### src/rtl/multicycle_control.sv
// Main control FSM for the multicycle MIPS datapath: sequences each instruction
// through fetch/decode/execute/memory/write-back and drives all datapath strobes.
module multicycle_control (
    input  logic       clk,
    input  logic       reset,
    input  logic [5:0] Opcode,
    input  logic       MemReady,
    output logic       PCWrite,
    output logic       PCWriteCond,
    output logic       BranchNe,
    output logic       IorD,
    output logic       MemRead,
    output logic       MemWrite,
    output logic       IRWrite,
    output logic       MemtoReg,
    output logic       RegDst,
    output logic       RegWrite,
    output logic       ALUSrcA,
    output logic [1:0] ALUSrcB,
    output logic [1:0] ALUOp,
    output logic [1:0] PCSource,
    output logic       IllegalOp,
    output logic [3:0] State
);

    localparam logic [5:0] OP_RTYPE = 6'b000000;
    localparam logic [5:0] OP_LW    = 6'b100011;
    localparam logic [5:0] OP_SW    = 6'b101011;
    localparam logic [5:0] OP_BEQ   = 6'b000100;
    localparam logic [5:0] OP_BNE   = 6'b000101;
    localparam logic [5:0] OP_ADDI  = 6'b001000;
    localparam logic [5:0] OP_J     = 6'b000010;

    typedef enum logic [3:0] {
        S_FETCH    = 4'd0,
        S_DECODE   = 4'd1,
        S_MEMADR   = 4'd2,
        S_MEMREAD  = 4'd3,
        S_MEMWB    = 4'd4,
        S_MEMWRITE = 4'd5,
        S_EXECUTE  = 4'd6,
        S_RWB      = 4'd7,
        S_BRANCH   = 4'd8,
        S_ADDIEX   = 4'd9,
        S_ADDIWB   = 4'd10,
        S_JUMP     = 4'd11,
        S_TRAP     = 4'd12
    } state_t;

    // Moore part of the control word; in_fetch gates the MemReady-dependent strobes.
    typedef struct packed {
        logic       pc_write;
        logic       pc_write_cond;
        logic       branch_ne;
        logic       iord;
        logic       mem_read;
        logic       mem_write;
        logic       mem_to_reg;
        logic       reg_dst;
        logic       reg_write;
        logic       alu_src_a;
        logic [1:0] alu_src_b;
        logic [1:0] alu_op;
        logic [1:0] pc_source;
        logic       illegal_op;
        logic       in_fetch;
    } ctrl_t;

    function automatic ctrl_t decode_ctrl(input state_t s, input logic is_bne);
        ctrl_t c;
        c = '0;
        case (s)
            S_FETCH: begin
                c.mem_read  = 1'b1;
                c.alu_src_b = 2'b01;
                c.in_fetch  = 1'b1;
            end
            S_DECODE: begin
                c.alu_src_b = 2'b11;
            end
            S_MEMADR: begin
                c.alu_src_a = 1'b1;
                c.alu_src_b = 2'b10;
            end
            S_MEMREAD: begin
                c.mem_read = 1'b1;
                c.iord     = 1'b1;
            end
            S_MEMWB: begin
                c.reg_write  = 1'b1;
                c.mem_to_reg = 1'b1;
            end
            S_MEMWRITE: begin
                c.mem_write = 1'b1;
                c.iord      = 1'b1;
            end
            S_EXECUTE: begin
                c.alu_src_a = 1'b1;
                c.alu_op    = 2'b10;
            end
            S_RWB: begin
                c.reg_write = 1'b1;
                c.reg_dst   = 1'b1;
            end
            S_BRANCH: begin
                c.alu_src_a     = 1'b1;
                c.alu_op        = 2'b01;
                c.pc_write_cond = 1'b1;
                c.pc_source     = 2'b01;
                c.branch_ne     = is_bne;
            end
            S_ADDIEX: begin
                c.alu_src_a = 1'b1;
                c.alu_src_b = 2'b10;
            end
            S_ADDIWB: begin
                c.reg_write = 1'b1;
            end
            S_JUMP: begin
                c.pc_write  = 1'b1;
                c.pc_source = 2'b10;
            end
            S_TRAP: begin
                c.illegal_op = 1'b1;
            end
            default: c = '0;
        endcase
        return c;
    endfunction

    state_t state_q, state_d;
    ctrl_t  ctrl_q, ctrl_d;

    always_comb begin
        state_d = state_q;
        case (state_q)
            S_FETCH:    if (MemReady) state_d = S_DECODE;
            S_DECODE: begin
                case (Opcode)
                    OP_LW, OP_SW:    state_d = S_MEMADR;
                    OP_RTYPE:        state_d = S_EXECUTE;
                    OP_BEQ, OP_BNE:  state_d = S_BRANCH;
                    OP_ADDI:         state_d = S_ADDIEX;
                    OP_J:            state_d = S_JUMP;
                    default:         state_d = S_TRAP;
                endcase
            end
            // IR is stable here, so re-reading the opcode is safe.
            S_MEMADR:   state_d = (Opcode == OP_LW) ? S_MEMREAD : S_MEMWRITE;
            S_MEMREAD:  if (MemReady) state_d = S_MEMWB;
            S_MEMWB:    state_d = S_FETCH;
            S_MEMWRITE: if (MemReady) state_d = S_FETCH;
            S_EXECUTE:  state_d = S_RWB;
            S_RWB:      state_d = S_FETCH;
            S_BRANCH:   state_d = S_FETCH;
            S_ADDIEX:   state_d = S_ADDIWB;
            S_ADDIWB:   state_d = S_FETCH;
            S_JUMP:     state_d = S_FETCH;
            S_TRAP:     state_d = S_FETCH;
            default:    state_d = S_FETCH;
        endcase
        // Outputs are registered alongside the state, so they decode the next state.
        ctrl_d = decode_ctrl(state_d, Opcode == OP_BNE);
    end

    always_ff @(posedge clk or posedge reset) begin
        if (reset) begin
            state_q <= S_FETCH;
            ctrl_q  <= decode_ctrl(S_FETCH, 1'b0);
        end else begin
            state_q <= state_d;
            ctrl_q  <= ctrl_d;
        end
    end

    assign IRWrite     = ctrl_q.in_fetch & MemReady;
    assign PCWrite     = ctrl_q.pc_write | (ctrl_q.in_fetch & MemReady);
    assign PCWriteCond = ctrl_q.pc_write_cond;
    assign BranchNe    = ctrl_q.branch_ne;
    assign IorD        = ctrl_q.iord;
    assign MemRead     = ctrl_q.mem_read;
    assign MemWrite    = ctrl_q.mem_write;
    assign MemtoReg    = ctrl_q.mem_to_reg;
    assign RegDst      = ctrl_q.reg_dst;
    assign RegWrite    = ctrl_q.reg_write;
    assign ALUSrcA     = ctrl_q.alu_src_a;
    assign ALUSrcB     = ctrl_q.alu_src_b;
    assign ALUOp       = ctrl_q.alu_op;
    assign PCSource    = ctrl_q.pc_source;
    assign IllegalOp   = ctrl_q.illegal_op;
    assign State       = state_q;

endmodule

### config.mk
export PLATFORM = sky130hd
export DESIGN_NAME = multicycle_control
export DESIGN_NICKNAME = d
export VERILOG_FILES = /design/src/rtl/multicycle_control.sv
export SDC_FILE = /design/constraint.sdc
export NUM_CORES = 1
export LEC_CHECK = 0
export ABC_AREA = 1
export BUFFER_PORTS_ARGS = -buffer_cell sky130_fd_sc_hd__buf_2
export CAP_MARGIN = 20
export CORE_MARGIN = 2
export CORE_UTILIZATION = 45
export CTS_CLUSTER_SIZE = 28
export DETAILED_ROUTE_END_ITERATION = 8
export GPL_TIMING_DRIVEN = 0
export PLACE_DENSITY = 0.76
export SYNTH_ARGS = -nofsm -noshare
export SYNTH_HDL_FRONTEND = slang
export SYNTH_SLANG_ARGS = --single-unit
### constraint.sdc
create_clock -name clk -period 1.4 [get_ports clk]
set_input_delay 0.42 -clock clk [delete_from_list [all_inputs] [get_ports clk]]
set_output_delay 0.42 -clock clk [all_outputs]
set_load 0.02 [all_outputs]
# Word level (Yosys, flattened, before mapping)
# Index checks and enable logic that the tools add are counted.
totals:
  register_bits: 22
  output_inout_bits: 22
  inputBits: 9
op_classes:
  n_eq_ne: 24
  n_mux: 20
  bitwise_logic: 2
  reduce_logical: 10
ops:
  columns: ["cell", "count"]
  rows:
  - ["$pmux 4 s7", 1]
  - ["$eq 4x3->1 const B", 6]
  - ["$eq 4x4->1 const B", 6]
  - ["$pmux 4 s5", 1]
  - ["$eq 4x2->1 const B", 4]
  - ["$eq 6x3->1 const B", 2]
  - ["$eq 6x6->1 const B", 2]
  - ["$mux 4", 3]
  - ["$mux 1", 10]
  - ["$reduce_or 2->1", 5]
  - ["$eq 4x1->1 const B", 2]
  - ["$logic_not 4->1", 2]
  - ["$pmux 2 s2", 2]
  - ["$eq 6x2->1 const B", 1]
  - ["$eq 6x4->1 const B", 1]
  - ["$logic_not 6->1", 1]
  - ["$pmux 2 s3", 1]
  - ["$reduce_or 4->1", 1]
  - ["$mux 3", 1]
  - ["$reduce_or 3->1", 1]
  - ["$mux 2", 1]
  - ["$and 1x1->1", 1]
  - ["$or 1x1->1", 1]

# Logic depth before layout (Yosys ltp)
logic_depth:
  depth_word: 7
  mapped_depth: 12

# Worst setup path after synthesis
# No wires, ideal clock.
synth_timing:
  path_kind: "flip-flop to flip-flop"
  from: "register state_q[1] (netlist: State[1])"
  to: "register ctrl_q, in the netlist ALUSrcA"
  arrival_time_ps: 1335
  period_less_slack_ps: 1456
  t_required_ps: 1280
  n_path_buf: 0
  path_slack_ps: -56
  setup_ps: 120
  path_stages_with_launch: 12
  path_cell_list: "dfrtp_1 inv_2 nand2_4 inv_2 nand3_1 nand3_1 a21oi_2 nand2_4 nand3_1 nand2_1 inv_1 nand2_1"
synth_rtl:
  columns: ["item", "line_no", "rtl"]
  rows:
  - ["from (decl)", "131", "state_t state_q, state_d;"]
  - ["from (signal assigned)", "171", "state_q <= state_d;"]
  - ["to (signal assigned)", "169", "ctrl_q <= decode_ctrl(S_FETCH, 1'b0);"]
  - ["to (signal assigned)", "172", "ctrl_q <= ctrl_d;"]
  - ["to (decl)", "132", "ctrl_t ctrl_q, ctrl_d;"]

==> run summary <==
The flow ran to the end, but the final reports show violations. The checks that failed: setup timing. The wire length of the first global-routing pass came out at roughly 4100 um. Summed over all layers, the global routing overflow is 0. The worst path arrival time came out at ~1.8 ns. IR analysis of the VDD net gives a maximum drop of approximately 1.2 mV. Before antenna repair, the detailed router went through 4 iterations. The setup slack of the critical path after layout is -0.192 ns. The headroom to the max-slew limit came out at between 40 and 50%.

The sequential standard cell area came out at between 500 and 600 um^2. The filler cell count is roughly 170. The worst setup path is captured at a flop.

The count of final hold-check violations was 0. The setup slack after placement is -0.316 ns. The floorplan step defined a die boundary enclosing around 2800 um^2. The effective utilization at floorplan came out at roughly half.

Clock-pin slew was measured on the worst setup and hold paths at approximately 0.11 ns. The routability congestion estimate came out at approximately 0.8. The switching portion of total power is a little under half.

The chip width came out at approximately 53 um. In the final routed layout, each cell accounts on average for ~13 um. The insertion delay of the later-clocked pin in the worst-skew pair is approximately 0.30 ns. The top achievable clock speed came out at 0.628 GHz. The most used flip-flop cell after synthesis is dfrtp_1. The clock skew after layout came out at around 0.0031 ns.

On the critical path, the stage with the largest delay is an instance of dfrtp_2. Setup repair after global routing could not meet its margin everywhere. TritonCTS built the clock tree. The internal power component is approximately 1.8 mW. The number of sinks on the clock net came out at 20. The number of global-route vias before repair is 920. The slew at the pin with the worst max-slew slack is between 0.7 and 0.8 ns. The data required time of the worst path came out at about 1.6 ns. Counting I/O delays and the setup requirement, the final critical path takes 1.59 ns. The count of state elements after synthesis came out at 20. The kind of cell adding the most delay to the critical path is flip-flops. Walking the worst path, the cells encountered are nor2_4 > buf_4 > nand3_4 > nand2_4 > nor2_4 > buf_4 > a21oi_4 > inv_1 > o21ai_1.

The die boundary height came out at ~53 um. The sum of net half-perimeters after detailed placement is about 1600 um. The routed wire length came out at about 2600 um.

The iteration-0 DRC count of the detailed router is 21. The number of distinct library cell variants in the gate-level netlist after synthesis is 21. The number of nets with antenna violations after detailed routing came out at 0. dfrtp_1 takes more of the synthesized area than any other cell. The number of enable flip-flop cells after synthesis came out at 0.

The number of nets in the layout is 182. In this run the cell area of the synthesized design comes to between 1000 and 1500 um^2. The cell chosen for the clock root is clkbuf_4. The worst hold slack across all endpoints came out at 0.227 ns. The count of input and output buffers is 30. The leakage dissipation came out at between 0.9 and 1 nW. The DRC violations left came out at 0. The instance count of the mapped netlist came out at 128. The count of cell instances traversed by the critical path is 9. The clock network fraction of design power came out at 10.2%. The final critical path takes up 114% of the cycle. CTS built an H-tree with a depth of 1.

Entering global routing, the biggest net connects 21 pins. By count the netlist is led by inv_1, nor2_1, dfrtp_1, nand2_1, nand3_1. The worst reg-to-reg path cell count came out at 9. The net switching power came out at about 1.5 mW. The share of final-layout standard cells stronger than drive strength 1 is between 60% and 70%.

The critical path in this run is classified as flop to flop. The power share of the sequential group came out at ~27%. The design draws roughly 3.3 mW. The number of placement rows is 17. The utilization of the core after routing came out at between 70 and 80%. The total core area is 2230 um^2. The number of warnings issued by yosys came out at 0. The count of hold-fix buffers inserted at cts came out at 0. The worst setup path is launched from a flop. The number of antenna diodes in the final layout is 0. The proportion of netlist area held by the largest area contributor came out at 39.5%. The maximum root-to-sink buffer count is 2.

The biggest cell delay along the critical path came out at about 0.45 ns. The final max-slew violation count is 0. Setup violations remaining at the end of the flow were counted as 16.

The number of nets in the synthesized netlist is 137. The overall routing resource usage is a little over a fifth. The setup TNS is -1.61 ns. The layout overhead on the synthesized area came out at 50.1%. The initial antenna violation count came out at 0. By area the synthesized netlist is led by dfrtp_1, dfstp_2, nand3_1. The number of buffers added by the clock tree synthesis step is 3.

The multi-input combinational cells in the finished layout cover a total of between 600 and 700 um^2. The combinational group share of total power is a little over three fifths. Dividing the synthesized area by the synthesized cell count gives 8.41 um^2. The worst min-delay path category is input pin to async pin.

The largest fanout on the critical path is 4. The via total after detailed routing came out at about 990. The max-capacitance violation count came out at 0. For this design the top-level I/O count stands at 31. The detailed-route vias per instance came out at between 4 and 5. The async set-or-reset flop fraction in the synthesized netlist is 100%.

The number of buffers and inverters on the critical path is 3. The sequential share of the synthesized area is 46.9%. The total power density per cell area came out at 2040 nW/um^2.
## stage by stage
step	std cells	instance area (um^2)
2_1_floorplan	128	1080
3_3_place_gp	186	1270
3_5_place_dp	186	1270
4_1_cts	195	1470
5_1_grt	200	1620
6_report	200	1620
## per-layer routing
metal	track usage (%)	share of wire, %
met1	26.1	42
met2	36.0	50
met3	3.11	4.1
met4	8.97	3.7
met5	0	0
## state kept, by name (all words and copies together), names as in the netlist
| signal | count |
|---|---|
| PCWriteCond | 1 |
| ALUOp | 1 |
| RegWrite | 1 |
| MemWrite | 1 |
| MemRead | 1 |
| ctrl_q | 2 |
| State | 4 |
| MemtoReg | 1 |
| IllegalOp | 1 |
| RegDst | 1 |
| PCSource | 1 |
| ALUSrcB | 2 |
| BranchNe | 1 |
| IorD | 1 |
| ALUSrcA | 1 |
## area by class of cell
class,count,area share [%]
multi-input cells,76,37.3
well taps,28,2.17
inverters,26,6.51
flip-flops and latches,20,31.5
repair buffers,42,18.0
plain buffers,4,2.32
clock buffers,4,2.25
## kinds of logic after synthesis
group	count (synthesis)	synth area share, %
flops	20	46.9
buf+inv	32	13.3
simple gates	67	33.4
compound gates	9	6.51
## power groups by stage
stage | combinational [mW] | sequential [mW] | clock, mW
final | 2.05 | 0.902 | 0.336
after global routing | 2.19 | 0.927 | 0.368
after CTS | 1.68 | 0.888 | 0.338
after detailed placement | 1.37 | 0.887 | 0
after global placement | 1.35 | 0.876 | 0
after floorplan | 0.896 | 1.03 | 0
## worst paths after layout
kind / from / slack [ns] / endpoint
min reg2reg: State[2] / 0.75 / RegWrite
max reg2reg: State[2] / -0.19 / ALUSrcB[1]
max in group asynchronous: reset / 0.66 / State[1]
min: reset / 0.23 / RegDst
max: State[2] / -0.19 / ALUSrcB[1]
min in group clk: Opcode[0] / 0.40 / BranchNe
## timing repair
item / CTS / global route
setup endpoints to repair: 15 / 22
buffers inserted: 6 / 6
gates cloned: 0 / 0
pin swaps: 10 / 10
resized for setup: 34 / 27
## cell usage in the layout (no fill, tap or decap)
master	Yosys	final
dfstp_2	3	3
buf_6	0	10
buf_2	0	22
clkbuf_8	0	1
o21ai_1	1	1
nand3_4	0	5
o21ai_0	1	1
nand4_1	1	1
clkbuf_4	0	3
nand3_2	2	1
nand2_2	7	8
o21bai_1	1	1
nor2_2	3	5
inv_2	8	8
o21ai_4	0	1
nand2_1	14	7
inv_1	18	15
buf_4	6	14
nor2_4	4	8
o21ai_2	2	1
and3_1	1	1
nor2_1	18	12
nand2_4	2	8
a21oi_2	4	1
dfrtp_2	0	4
a21oi_4	0	3
or2_4	0	1
inv_4	0	3
nand3_1	14	10
dfrtp_1	17	13
No activity file was read; power rests on OpenSTA's default activity.
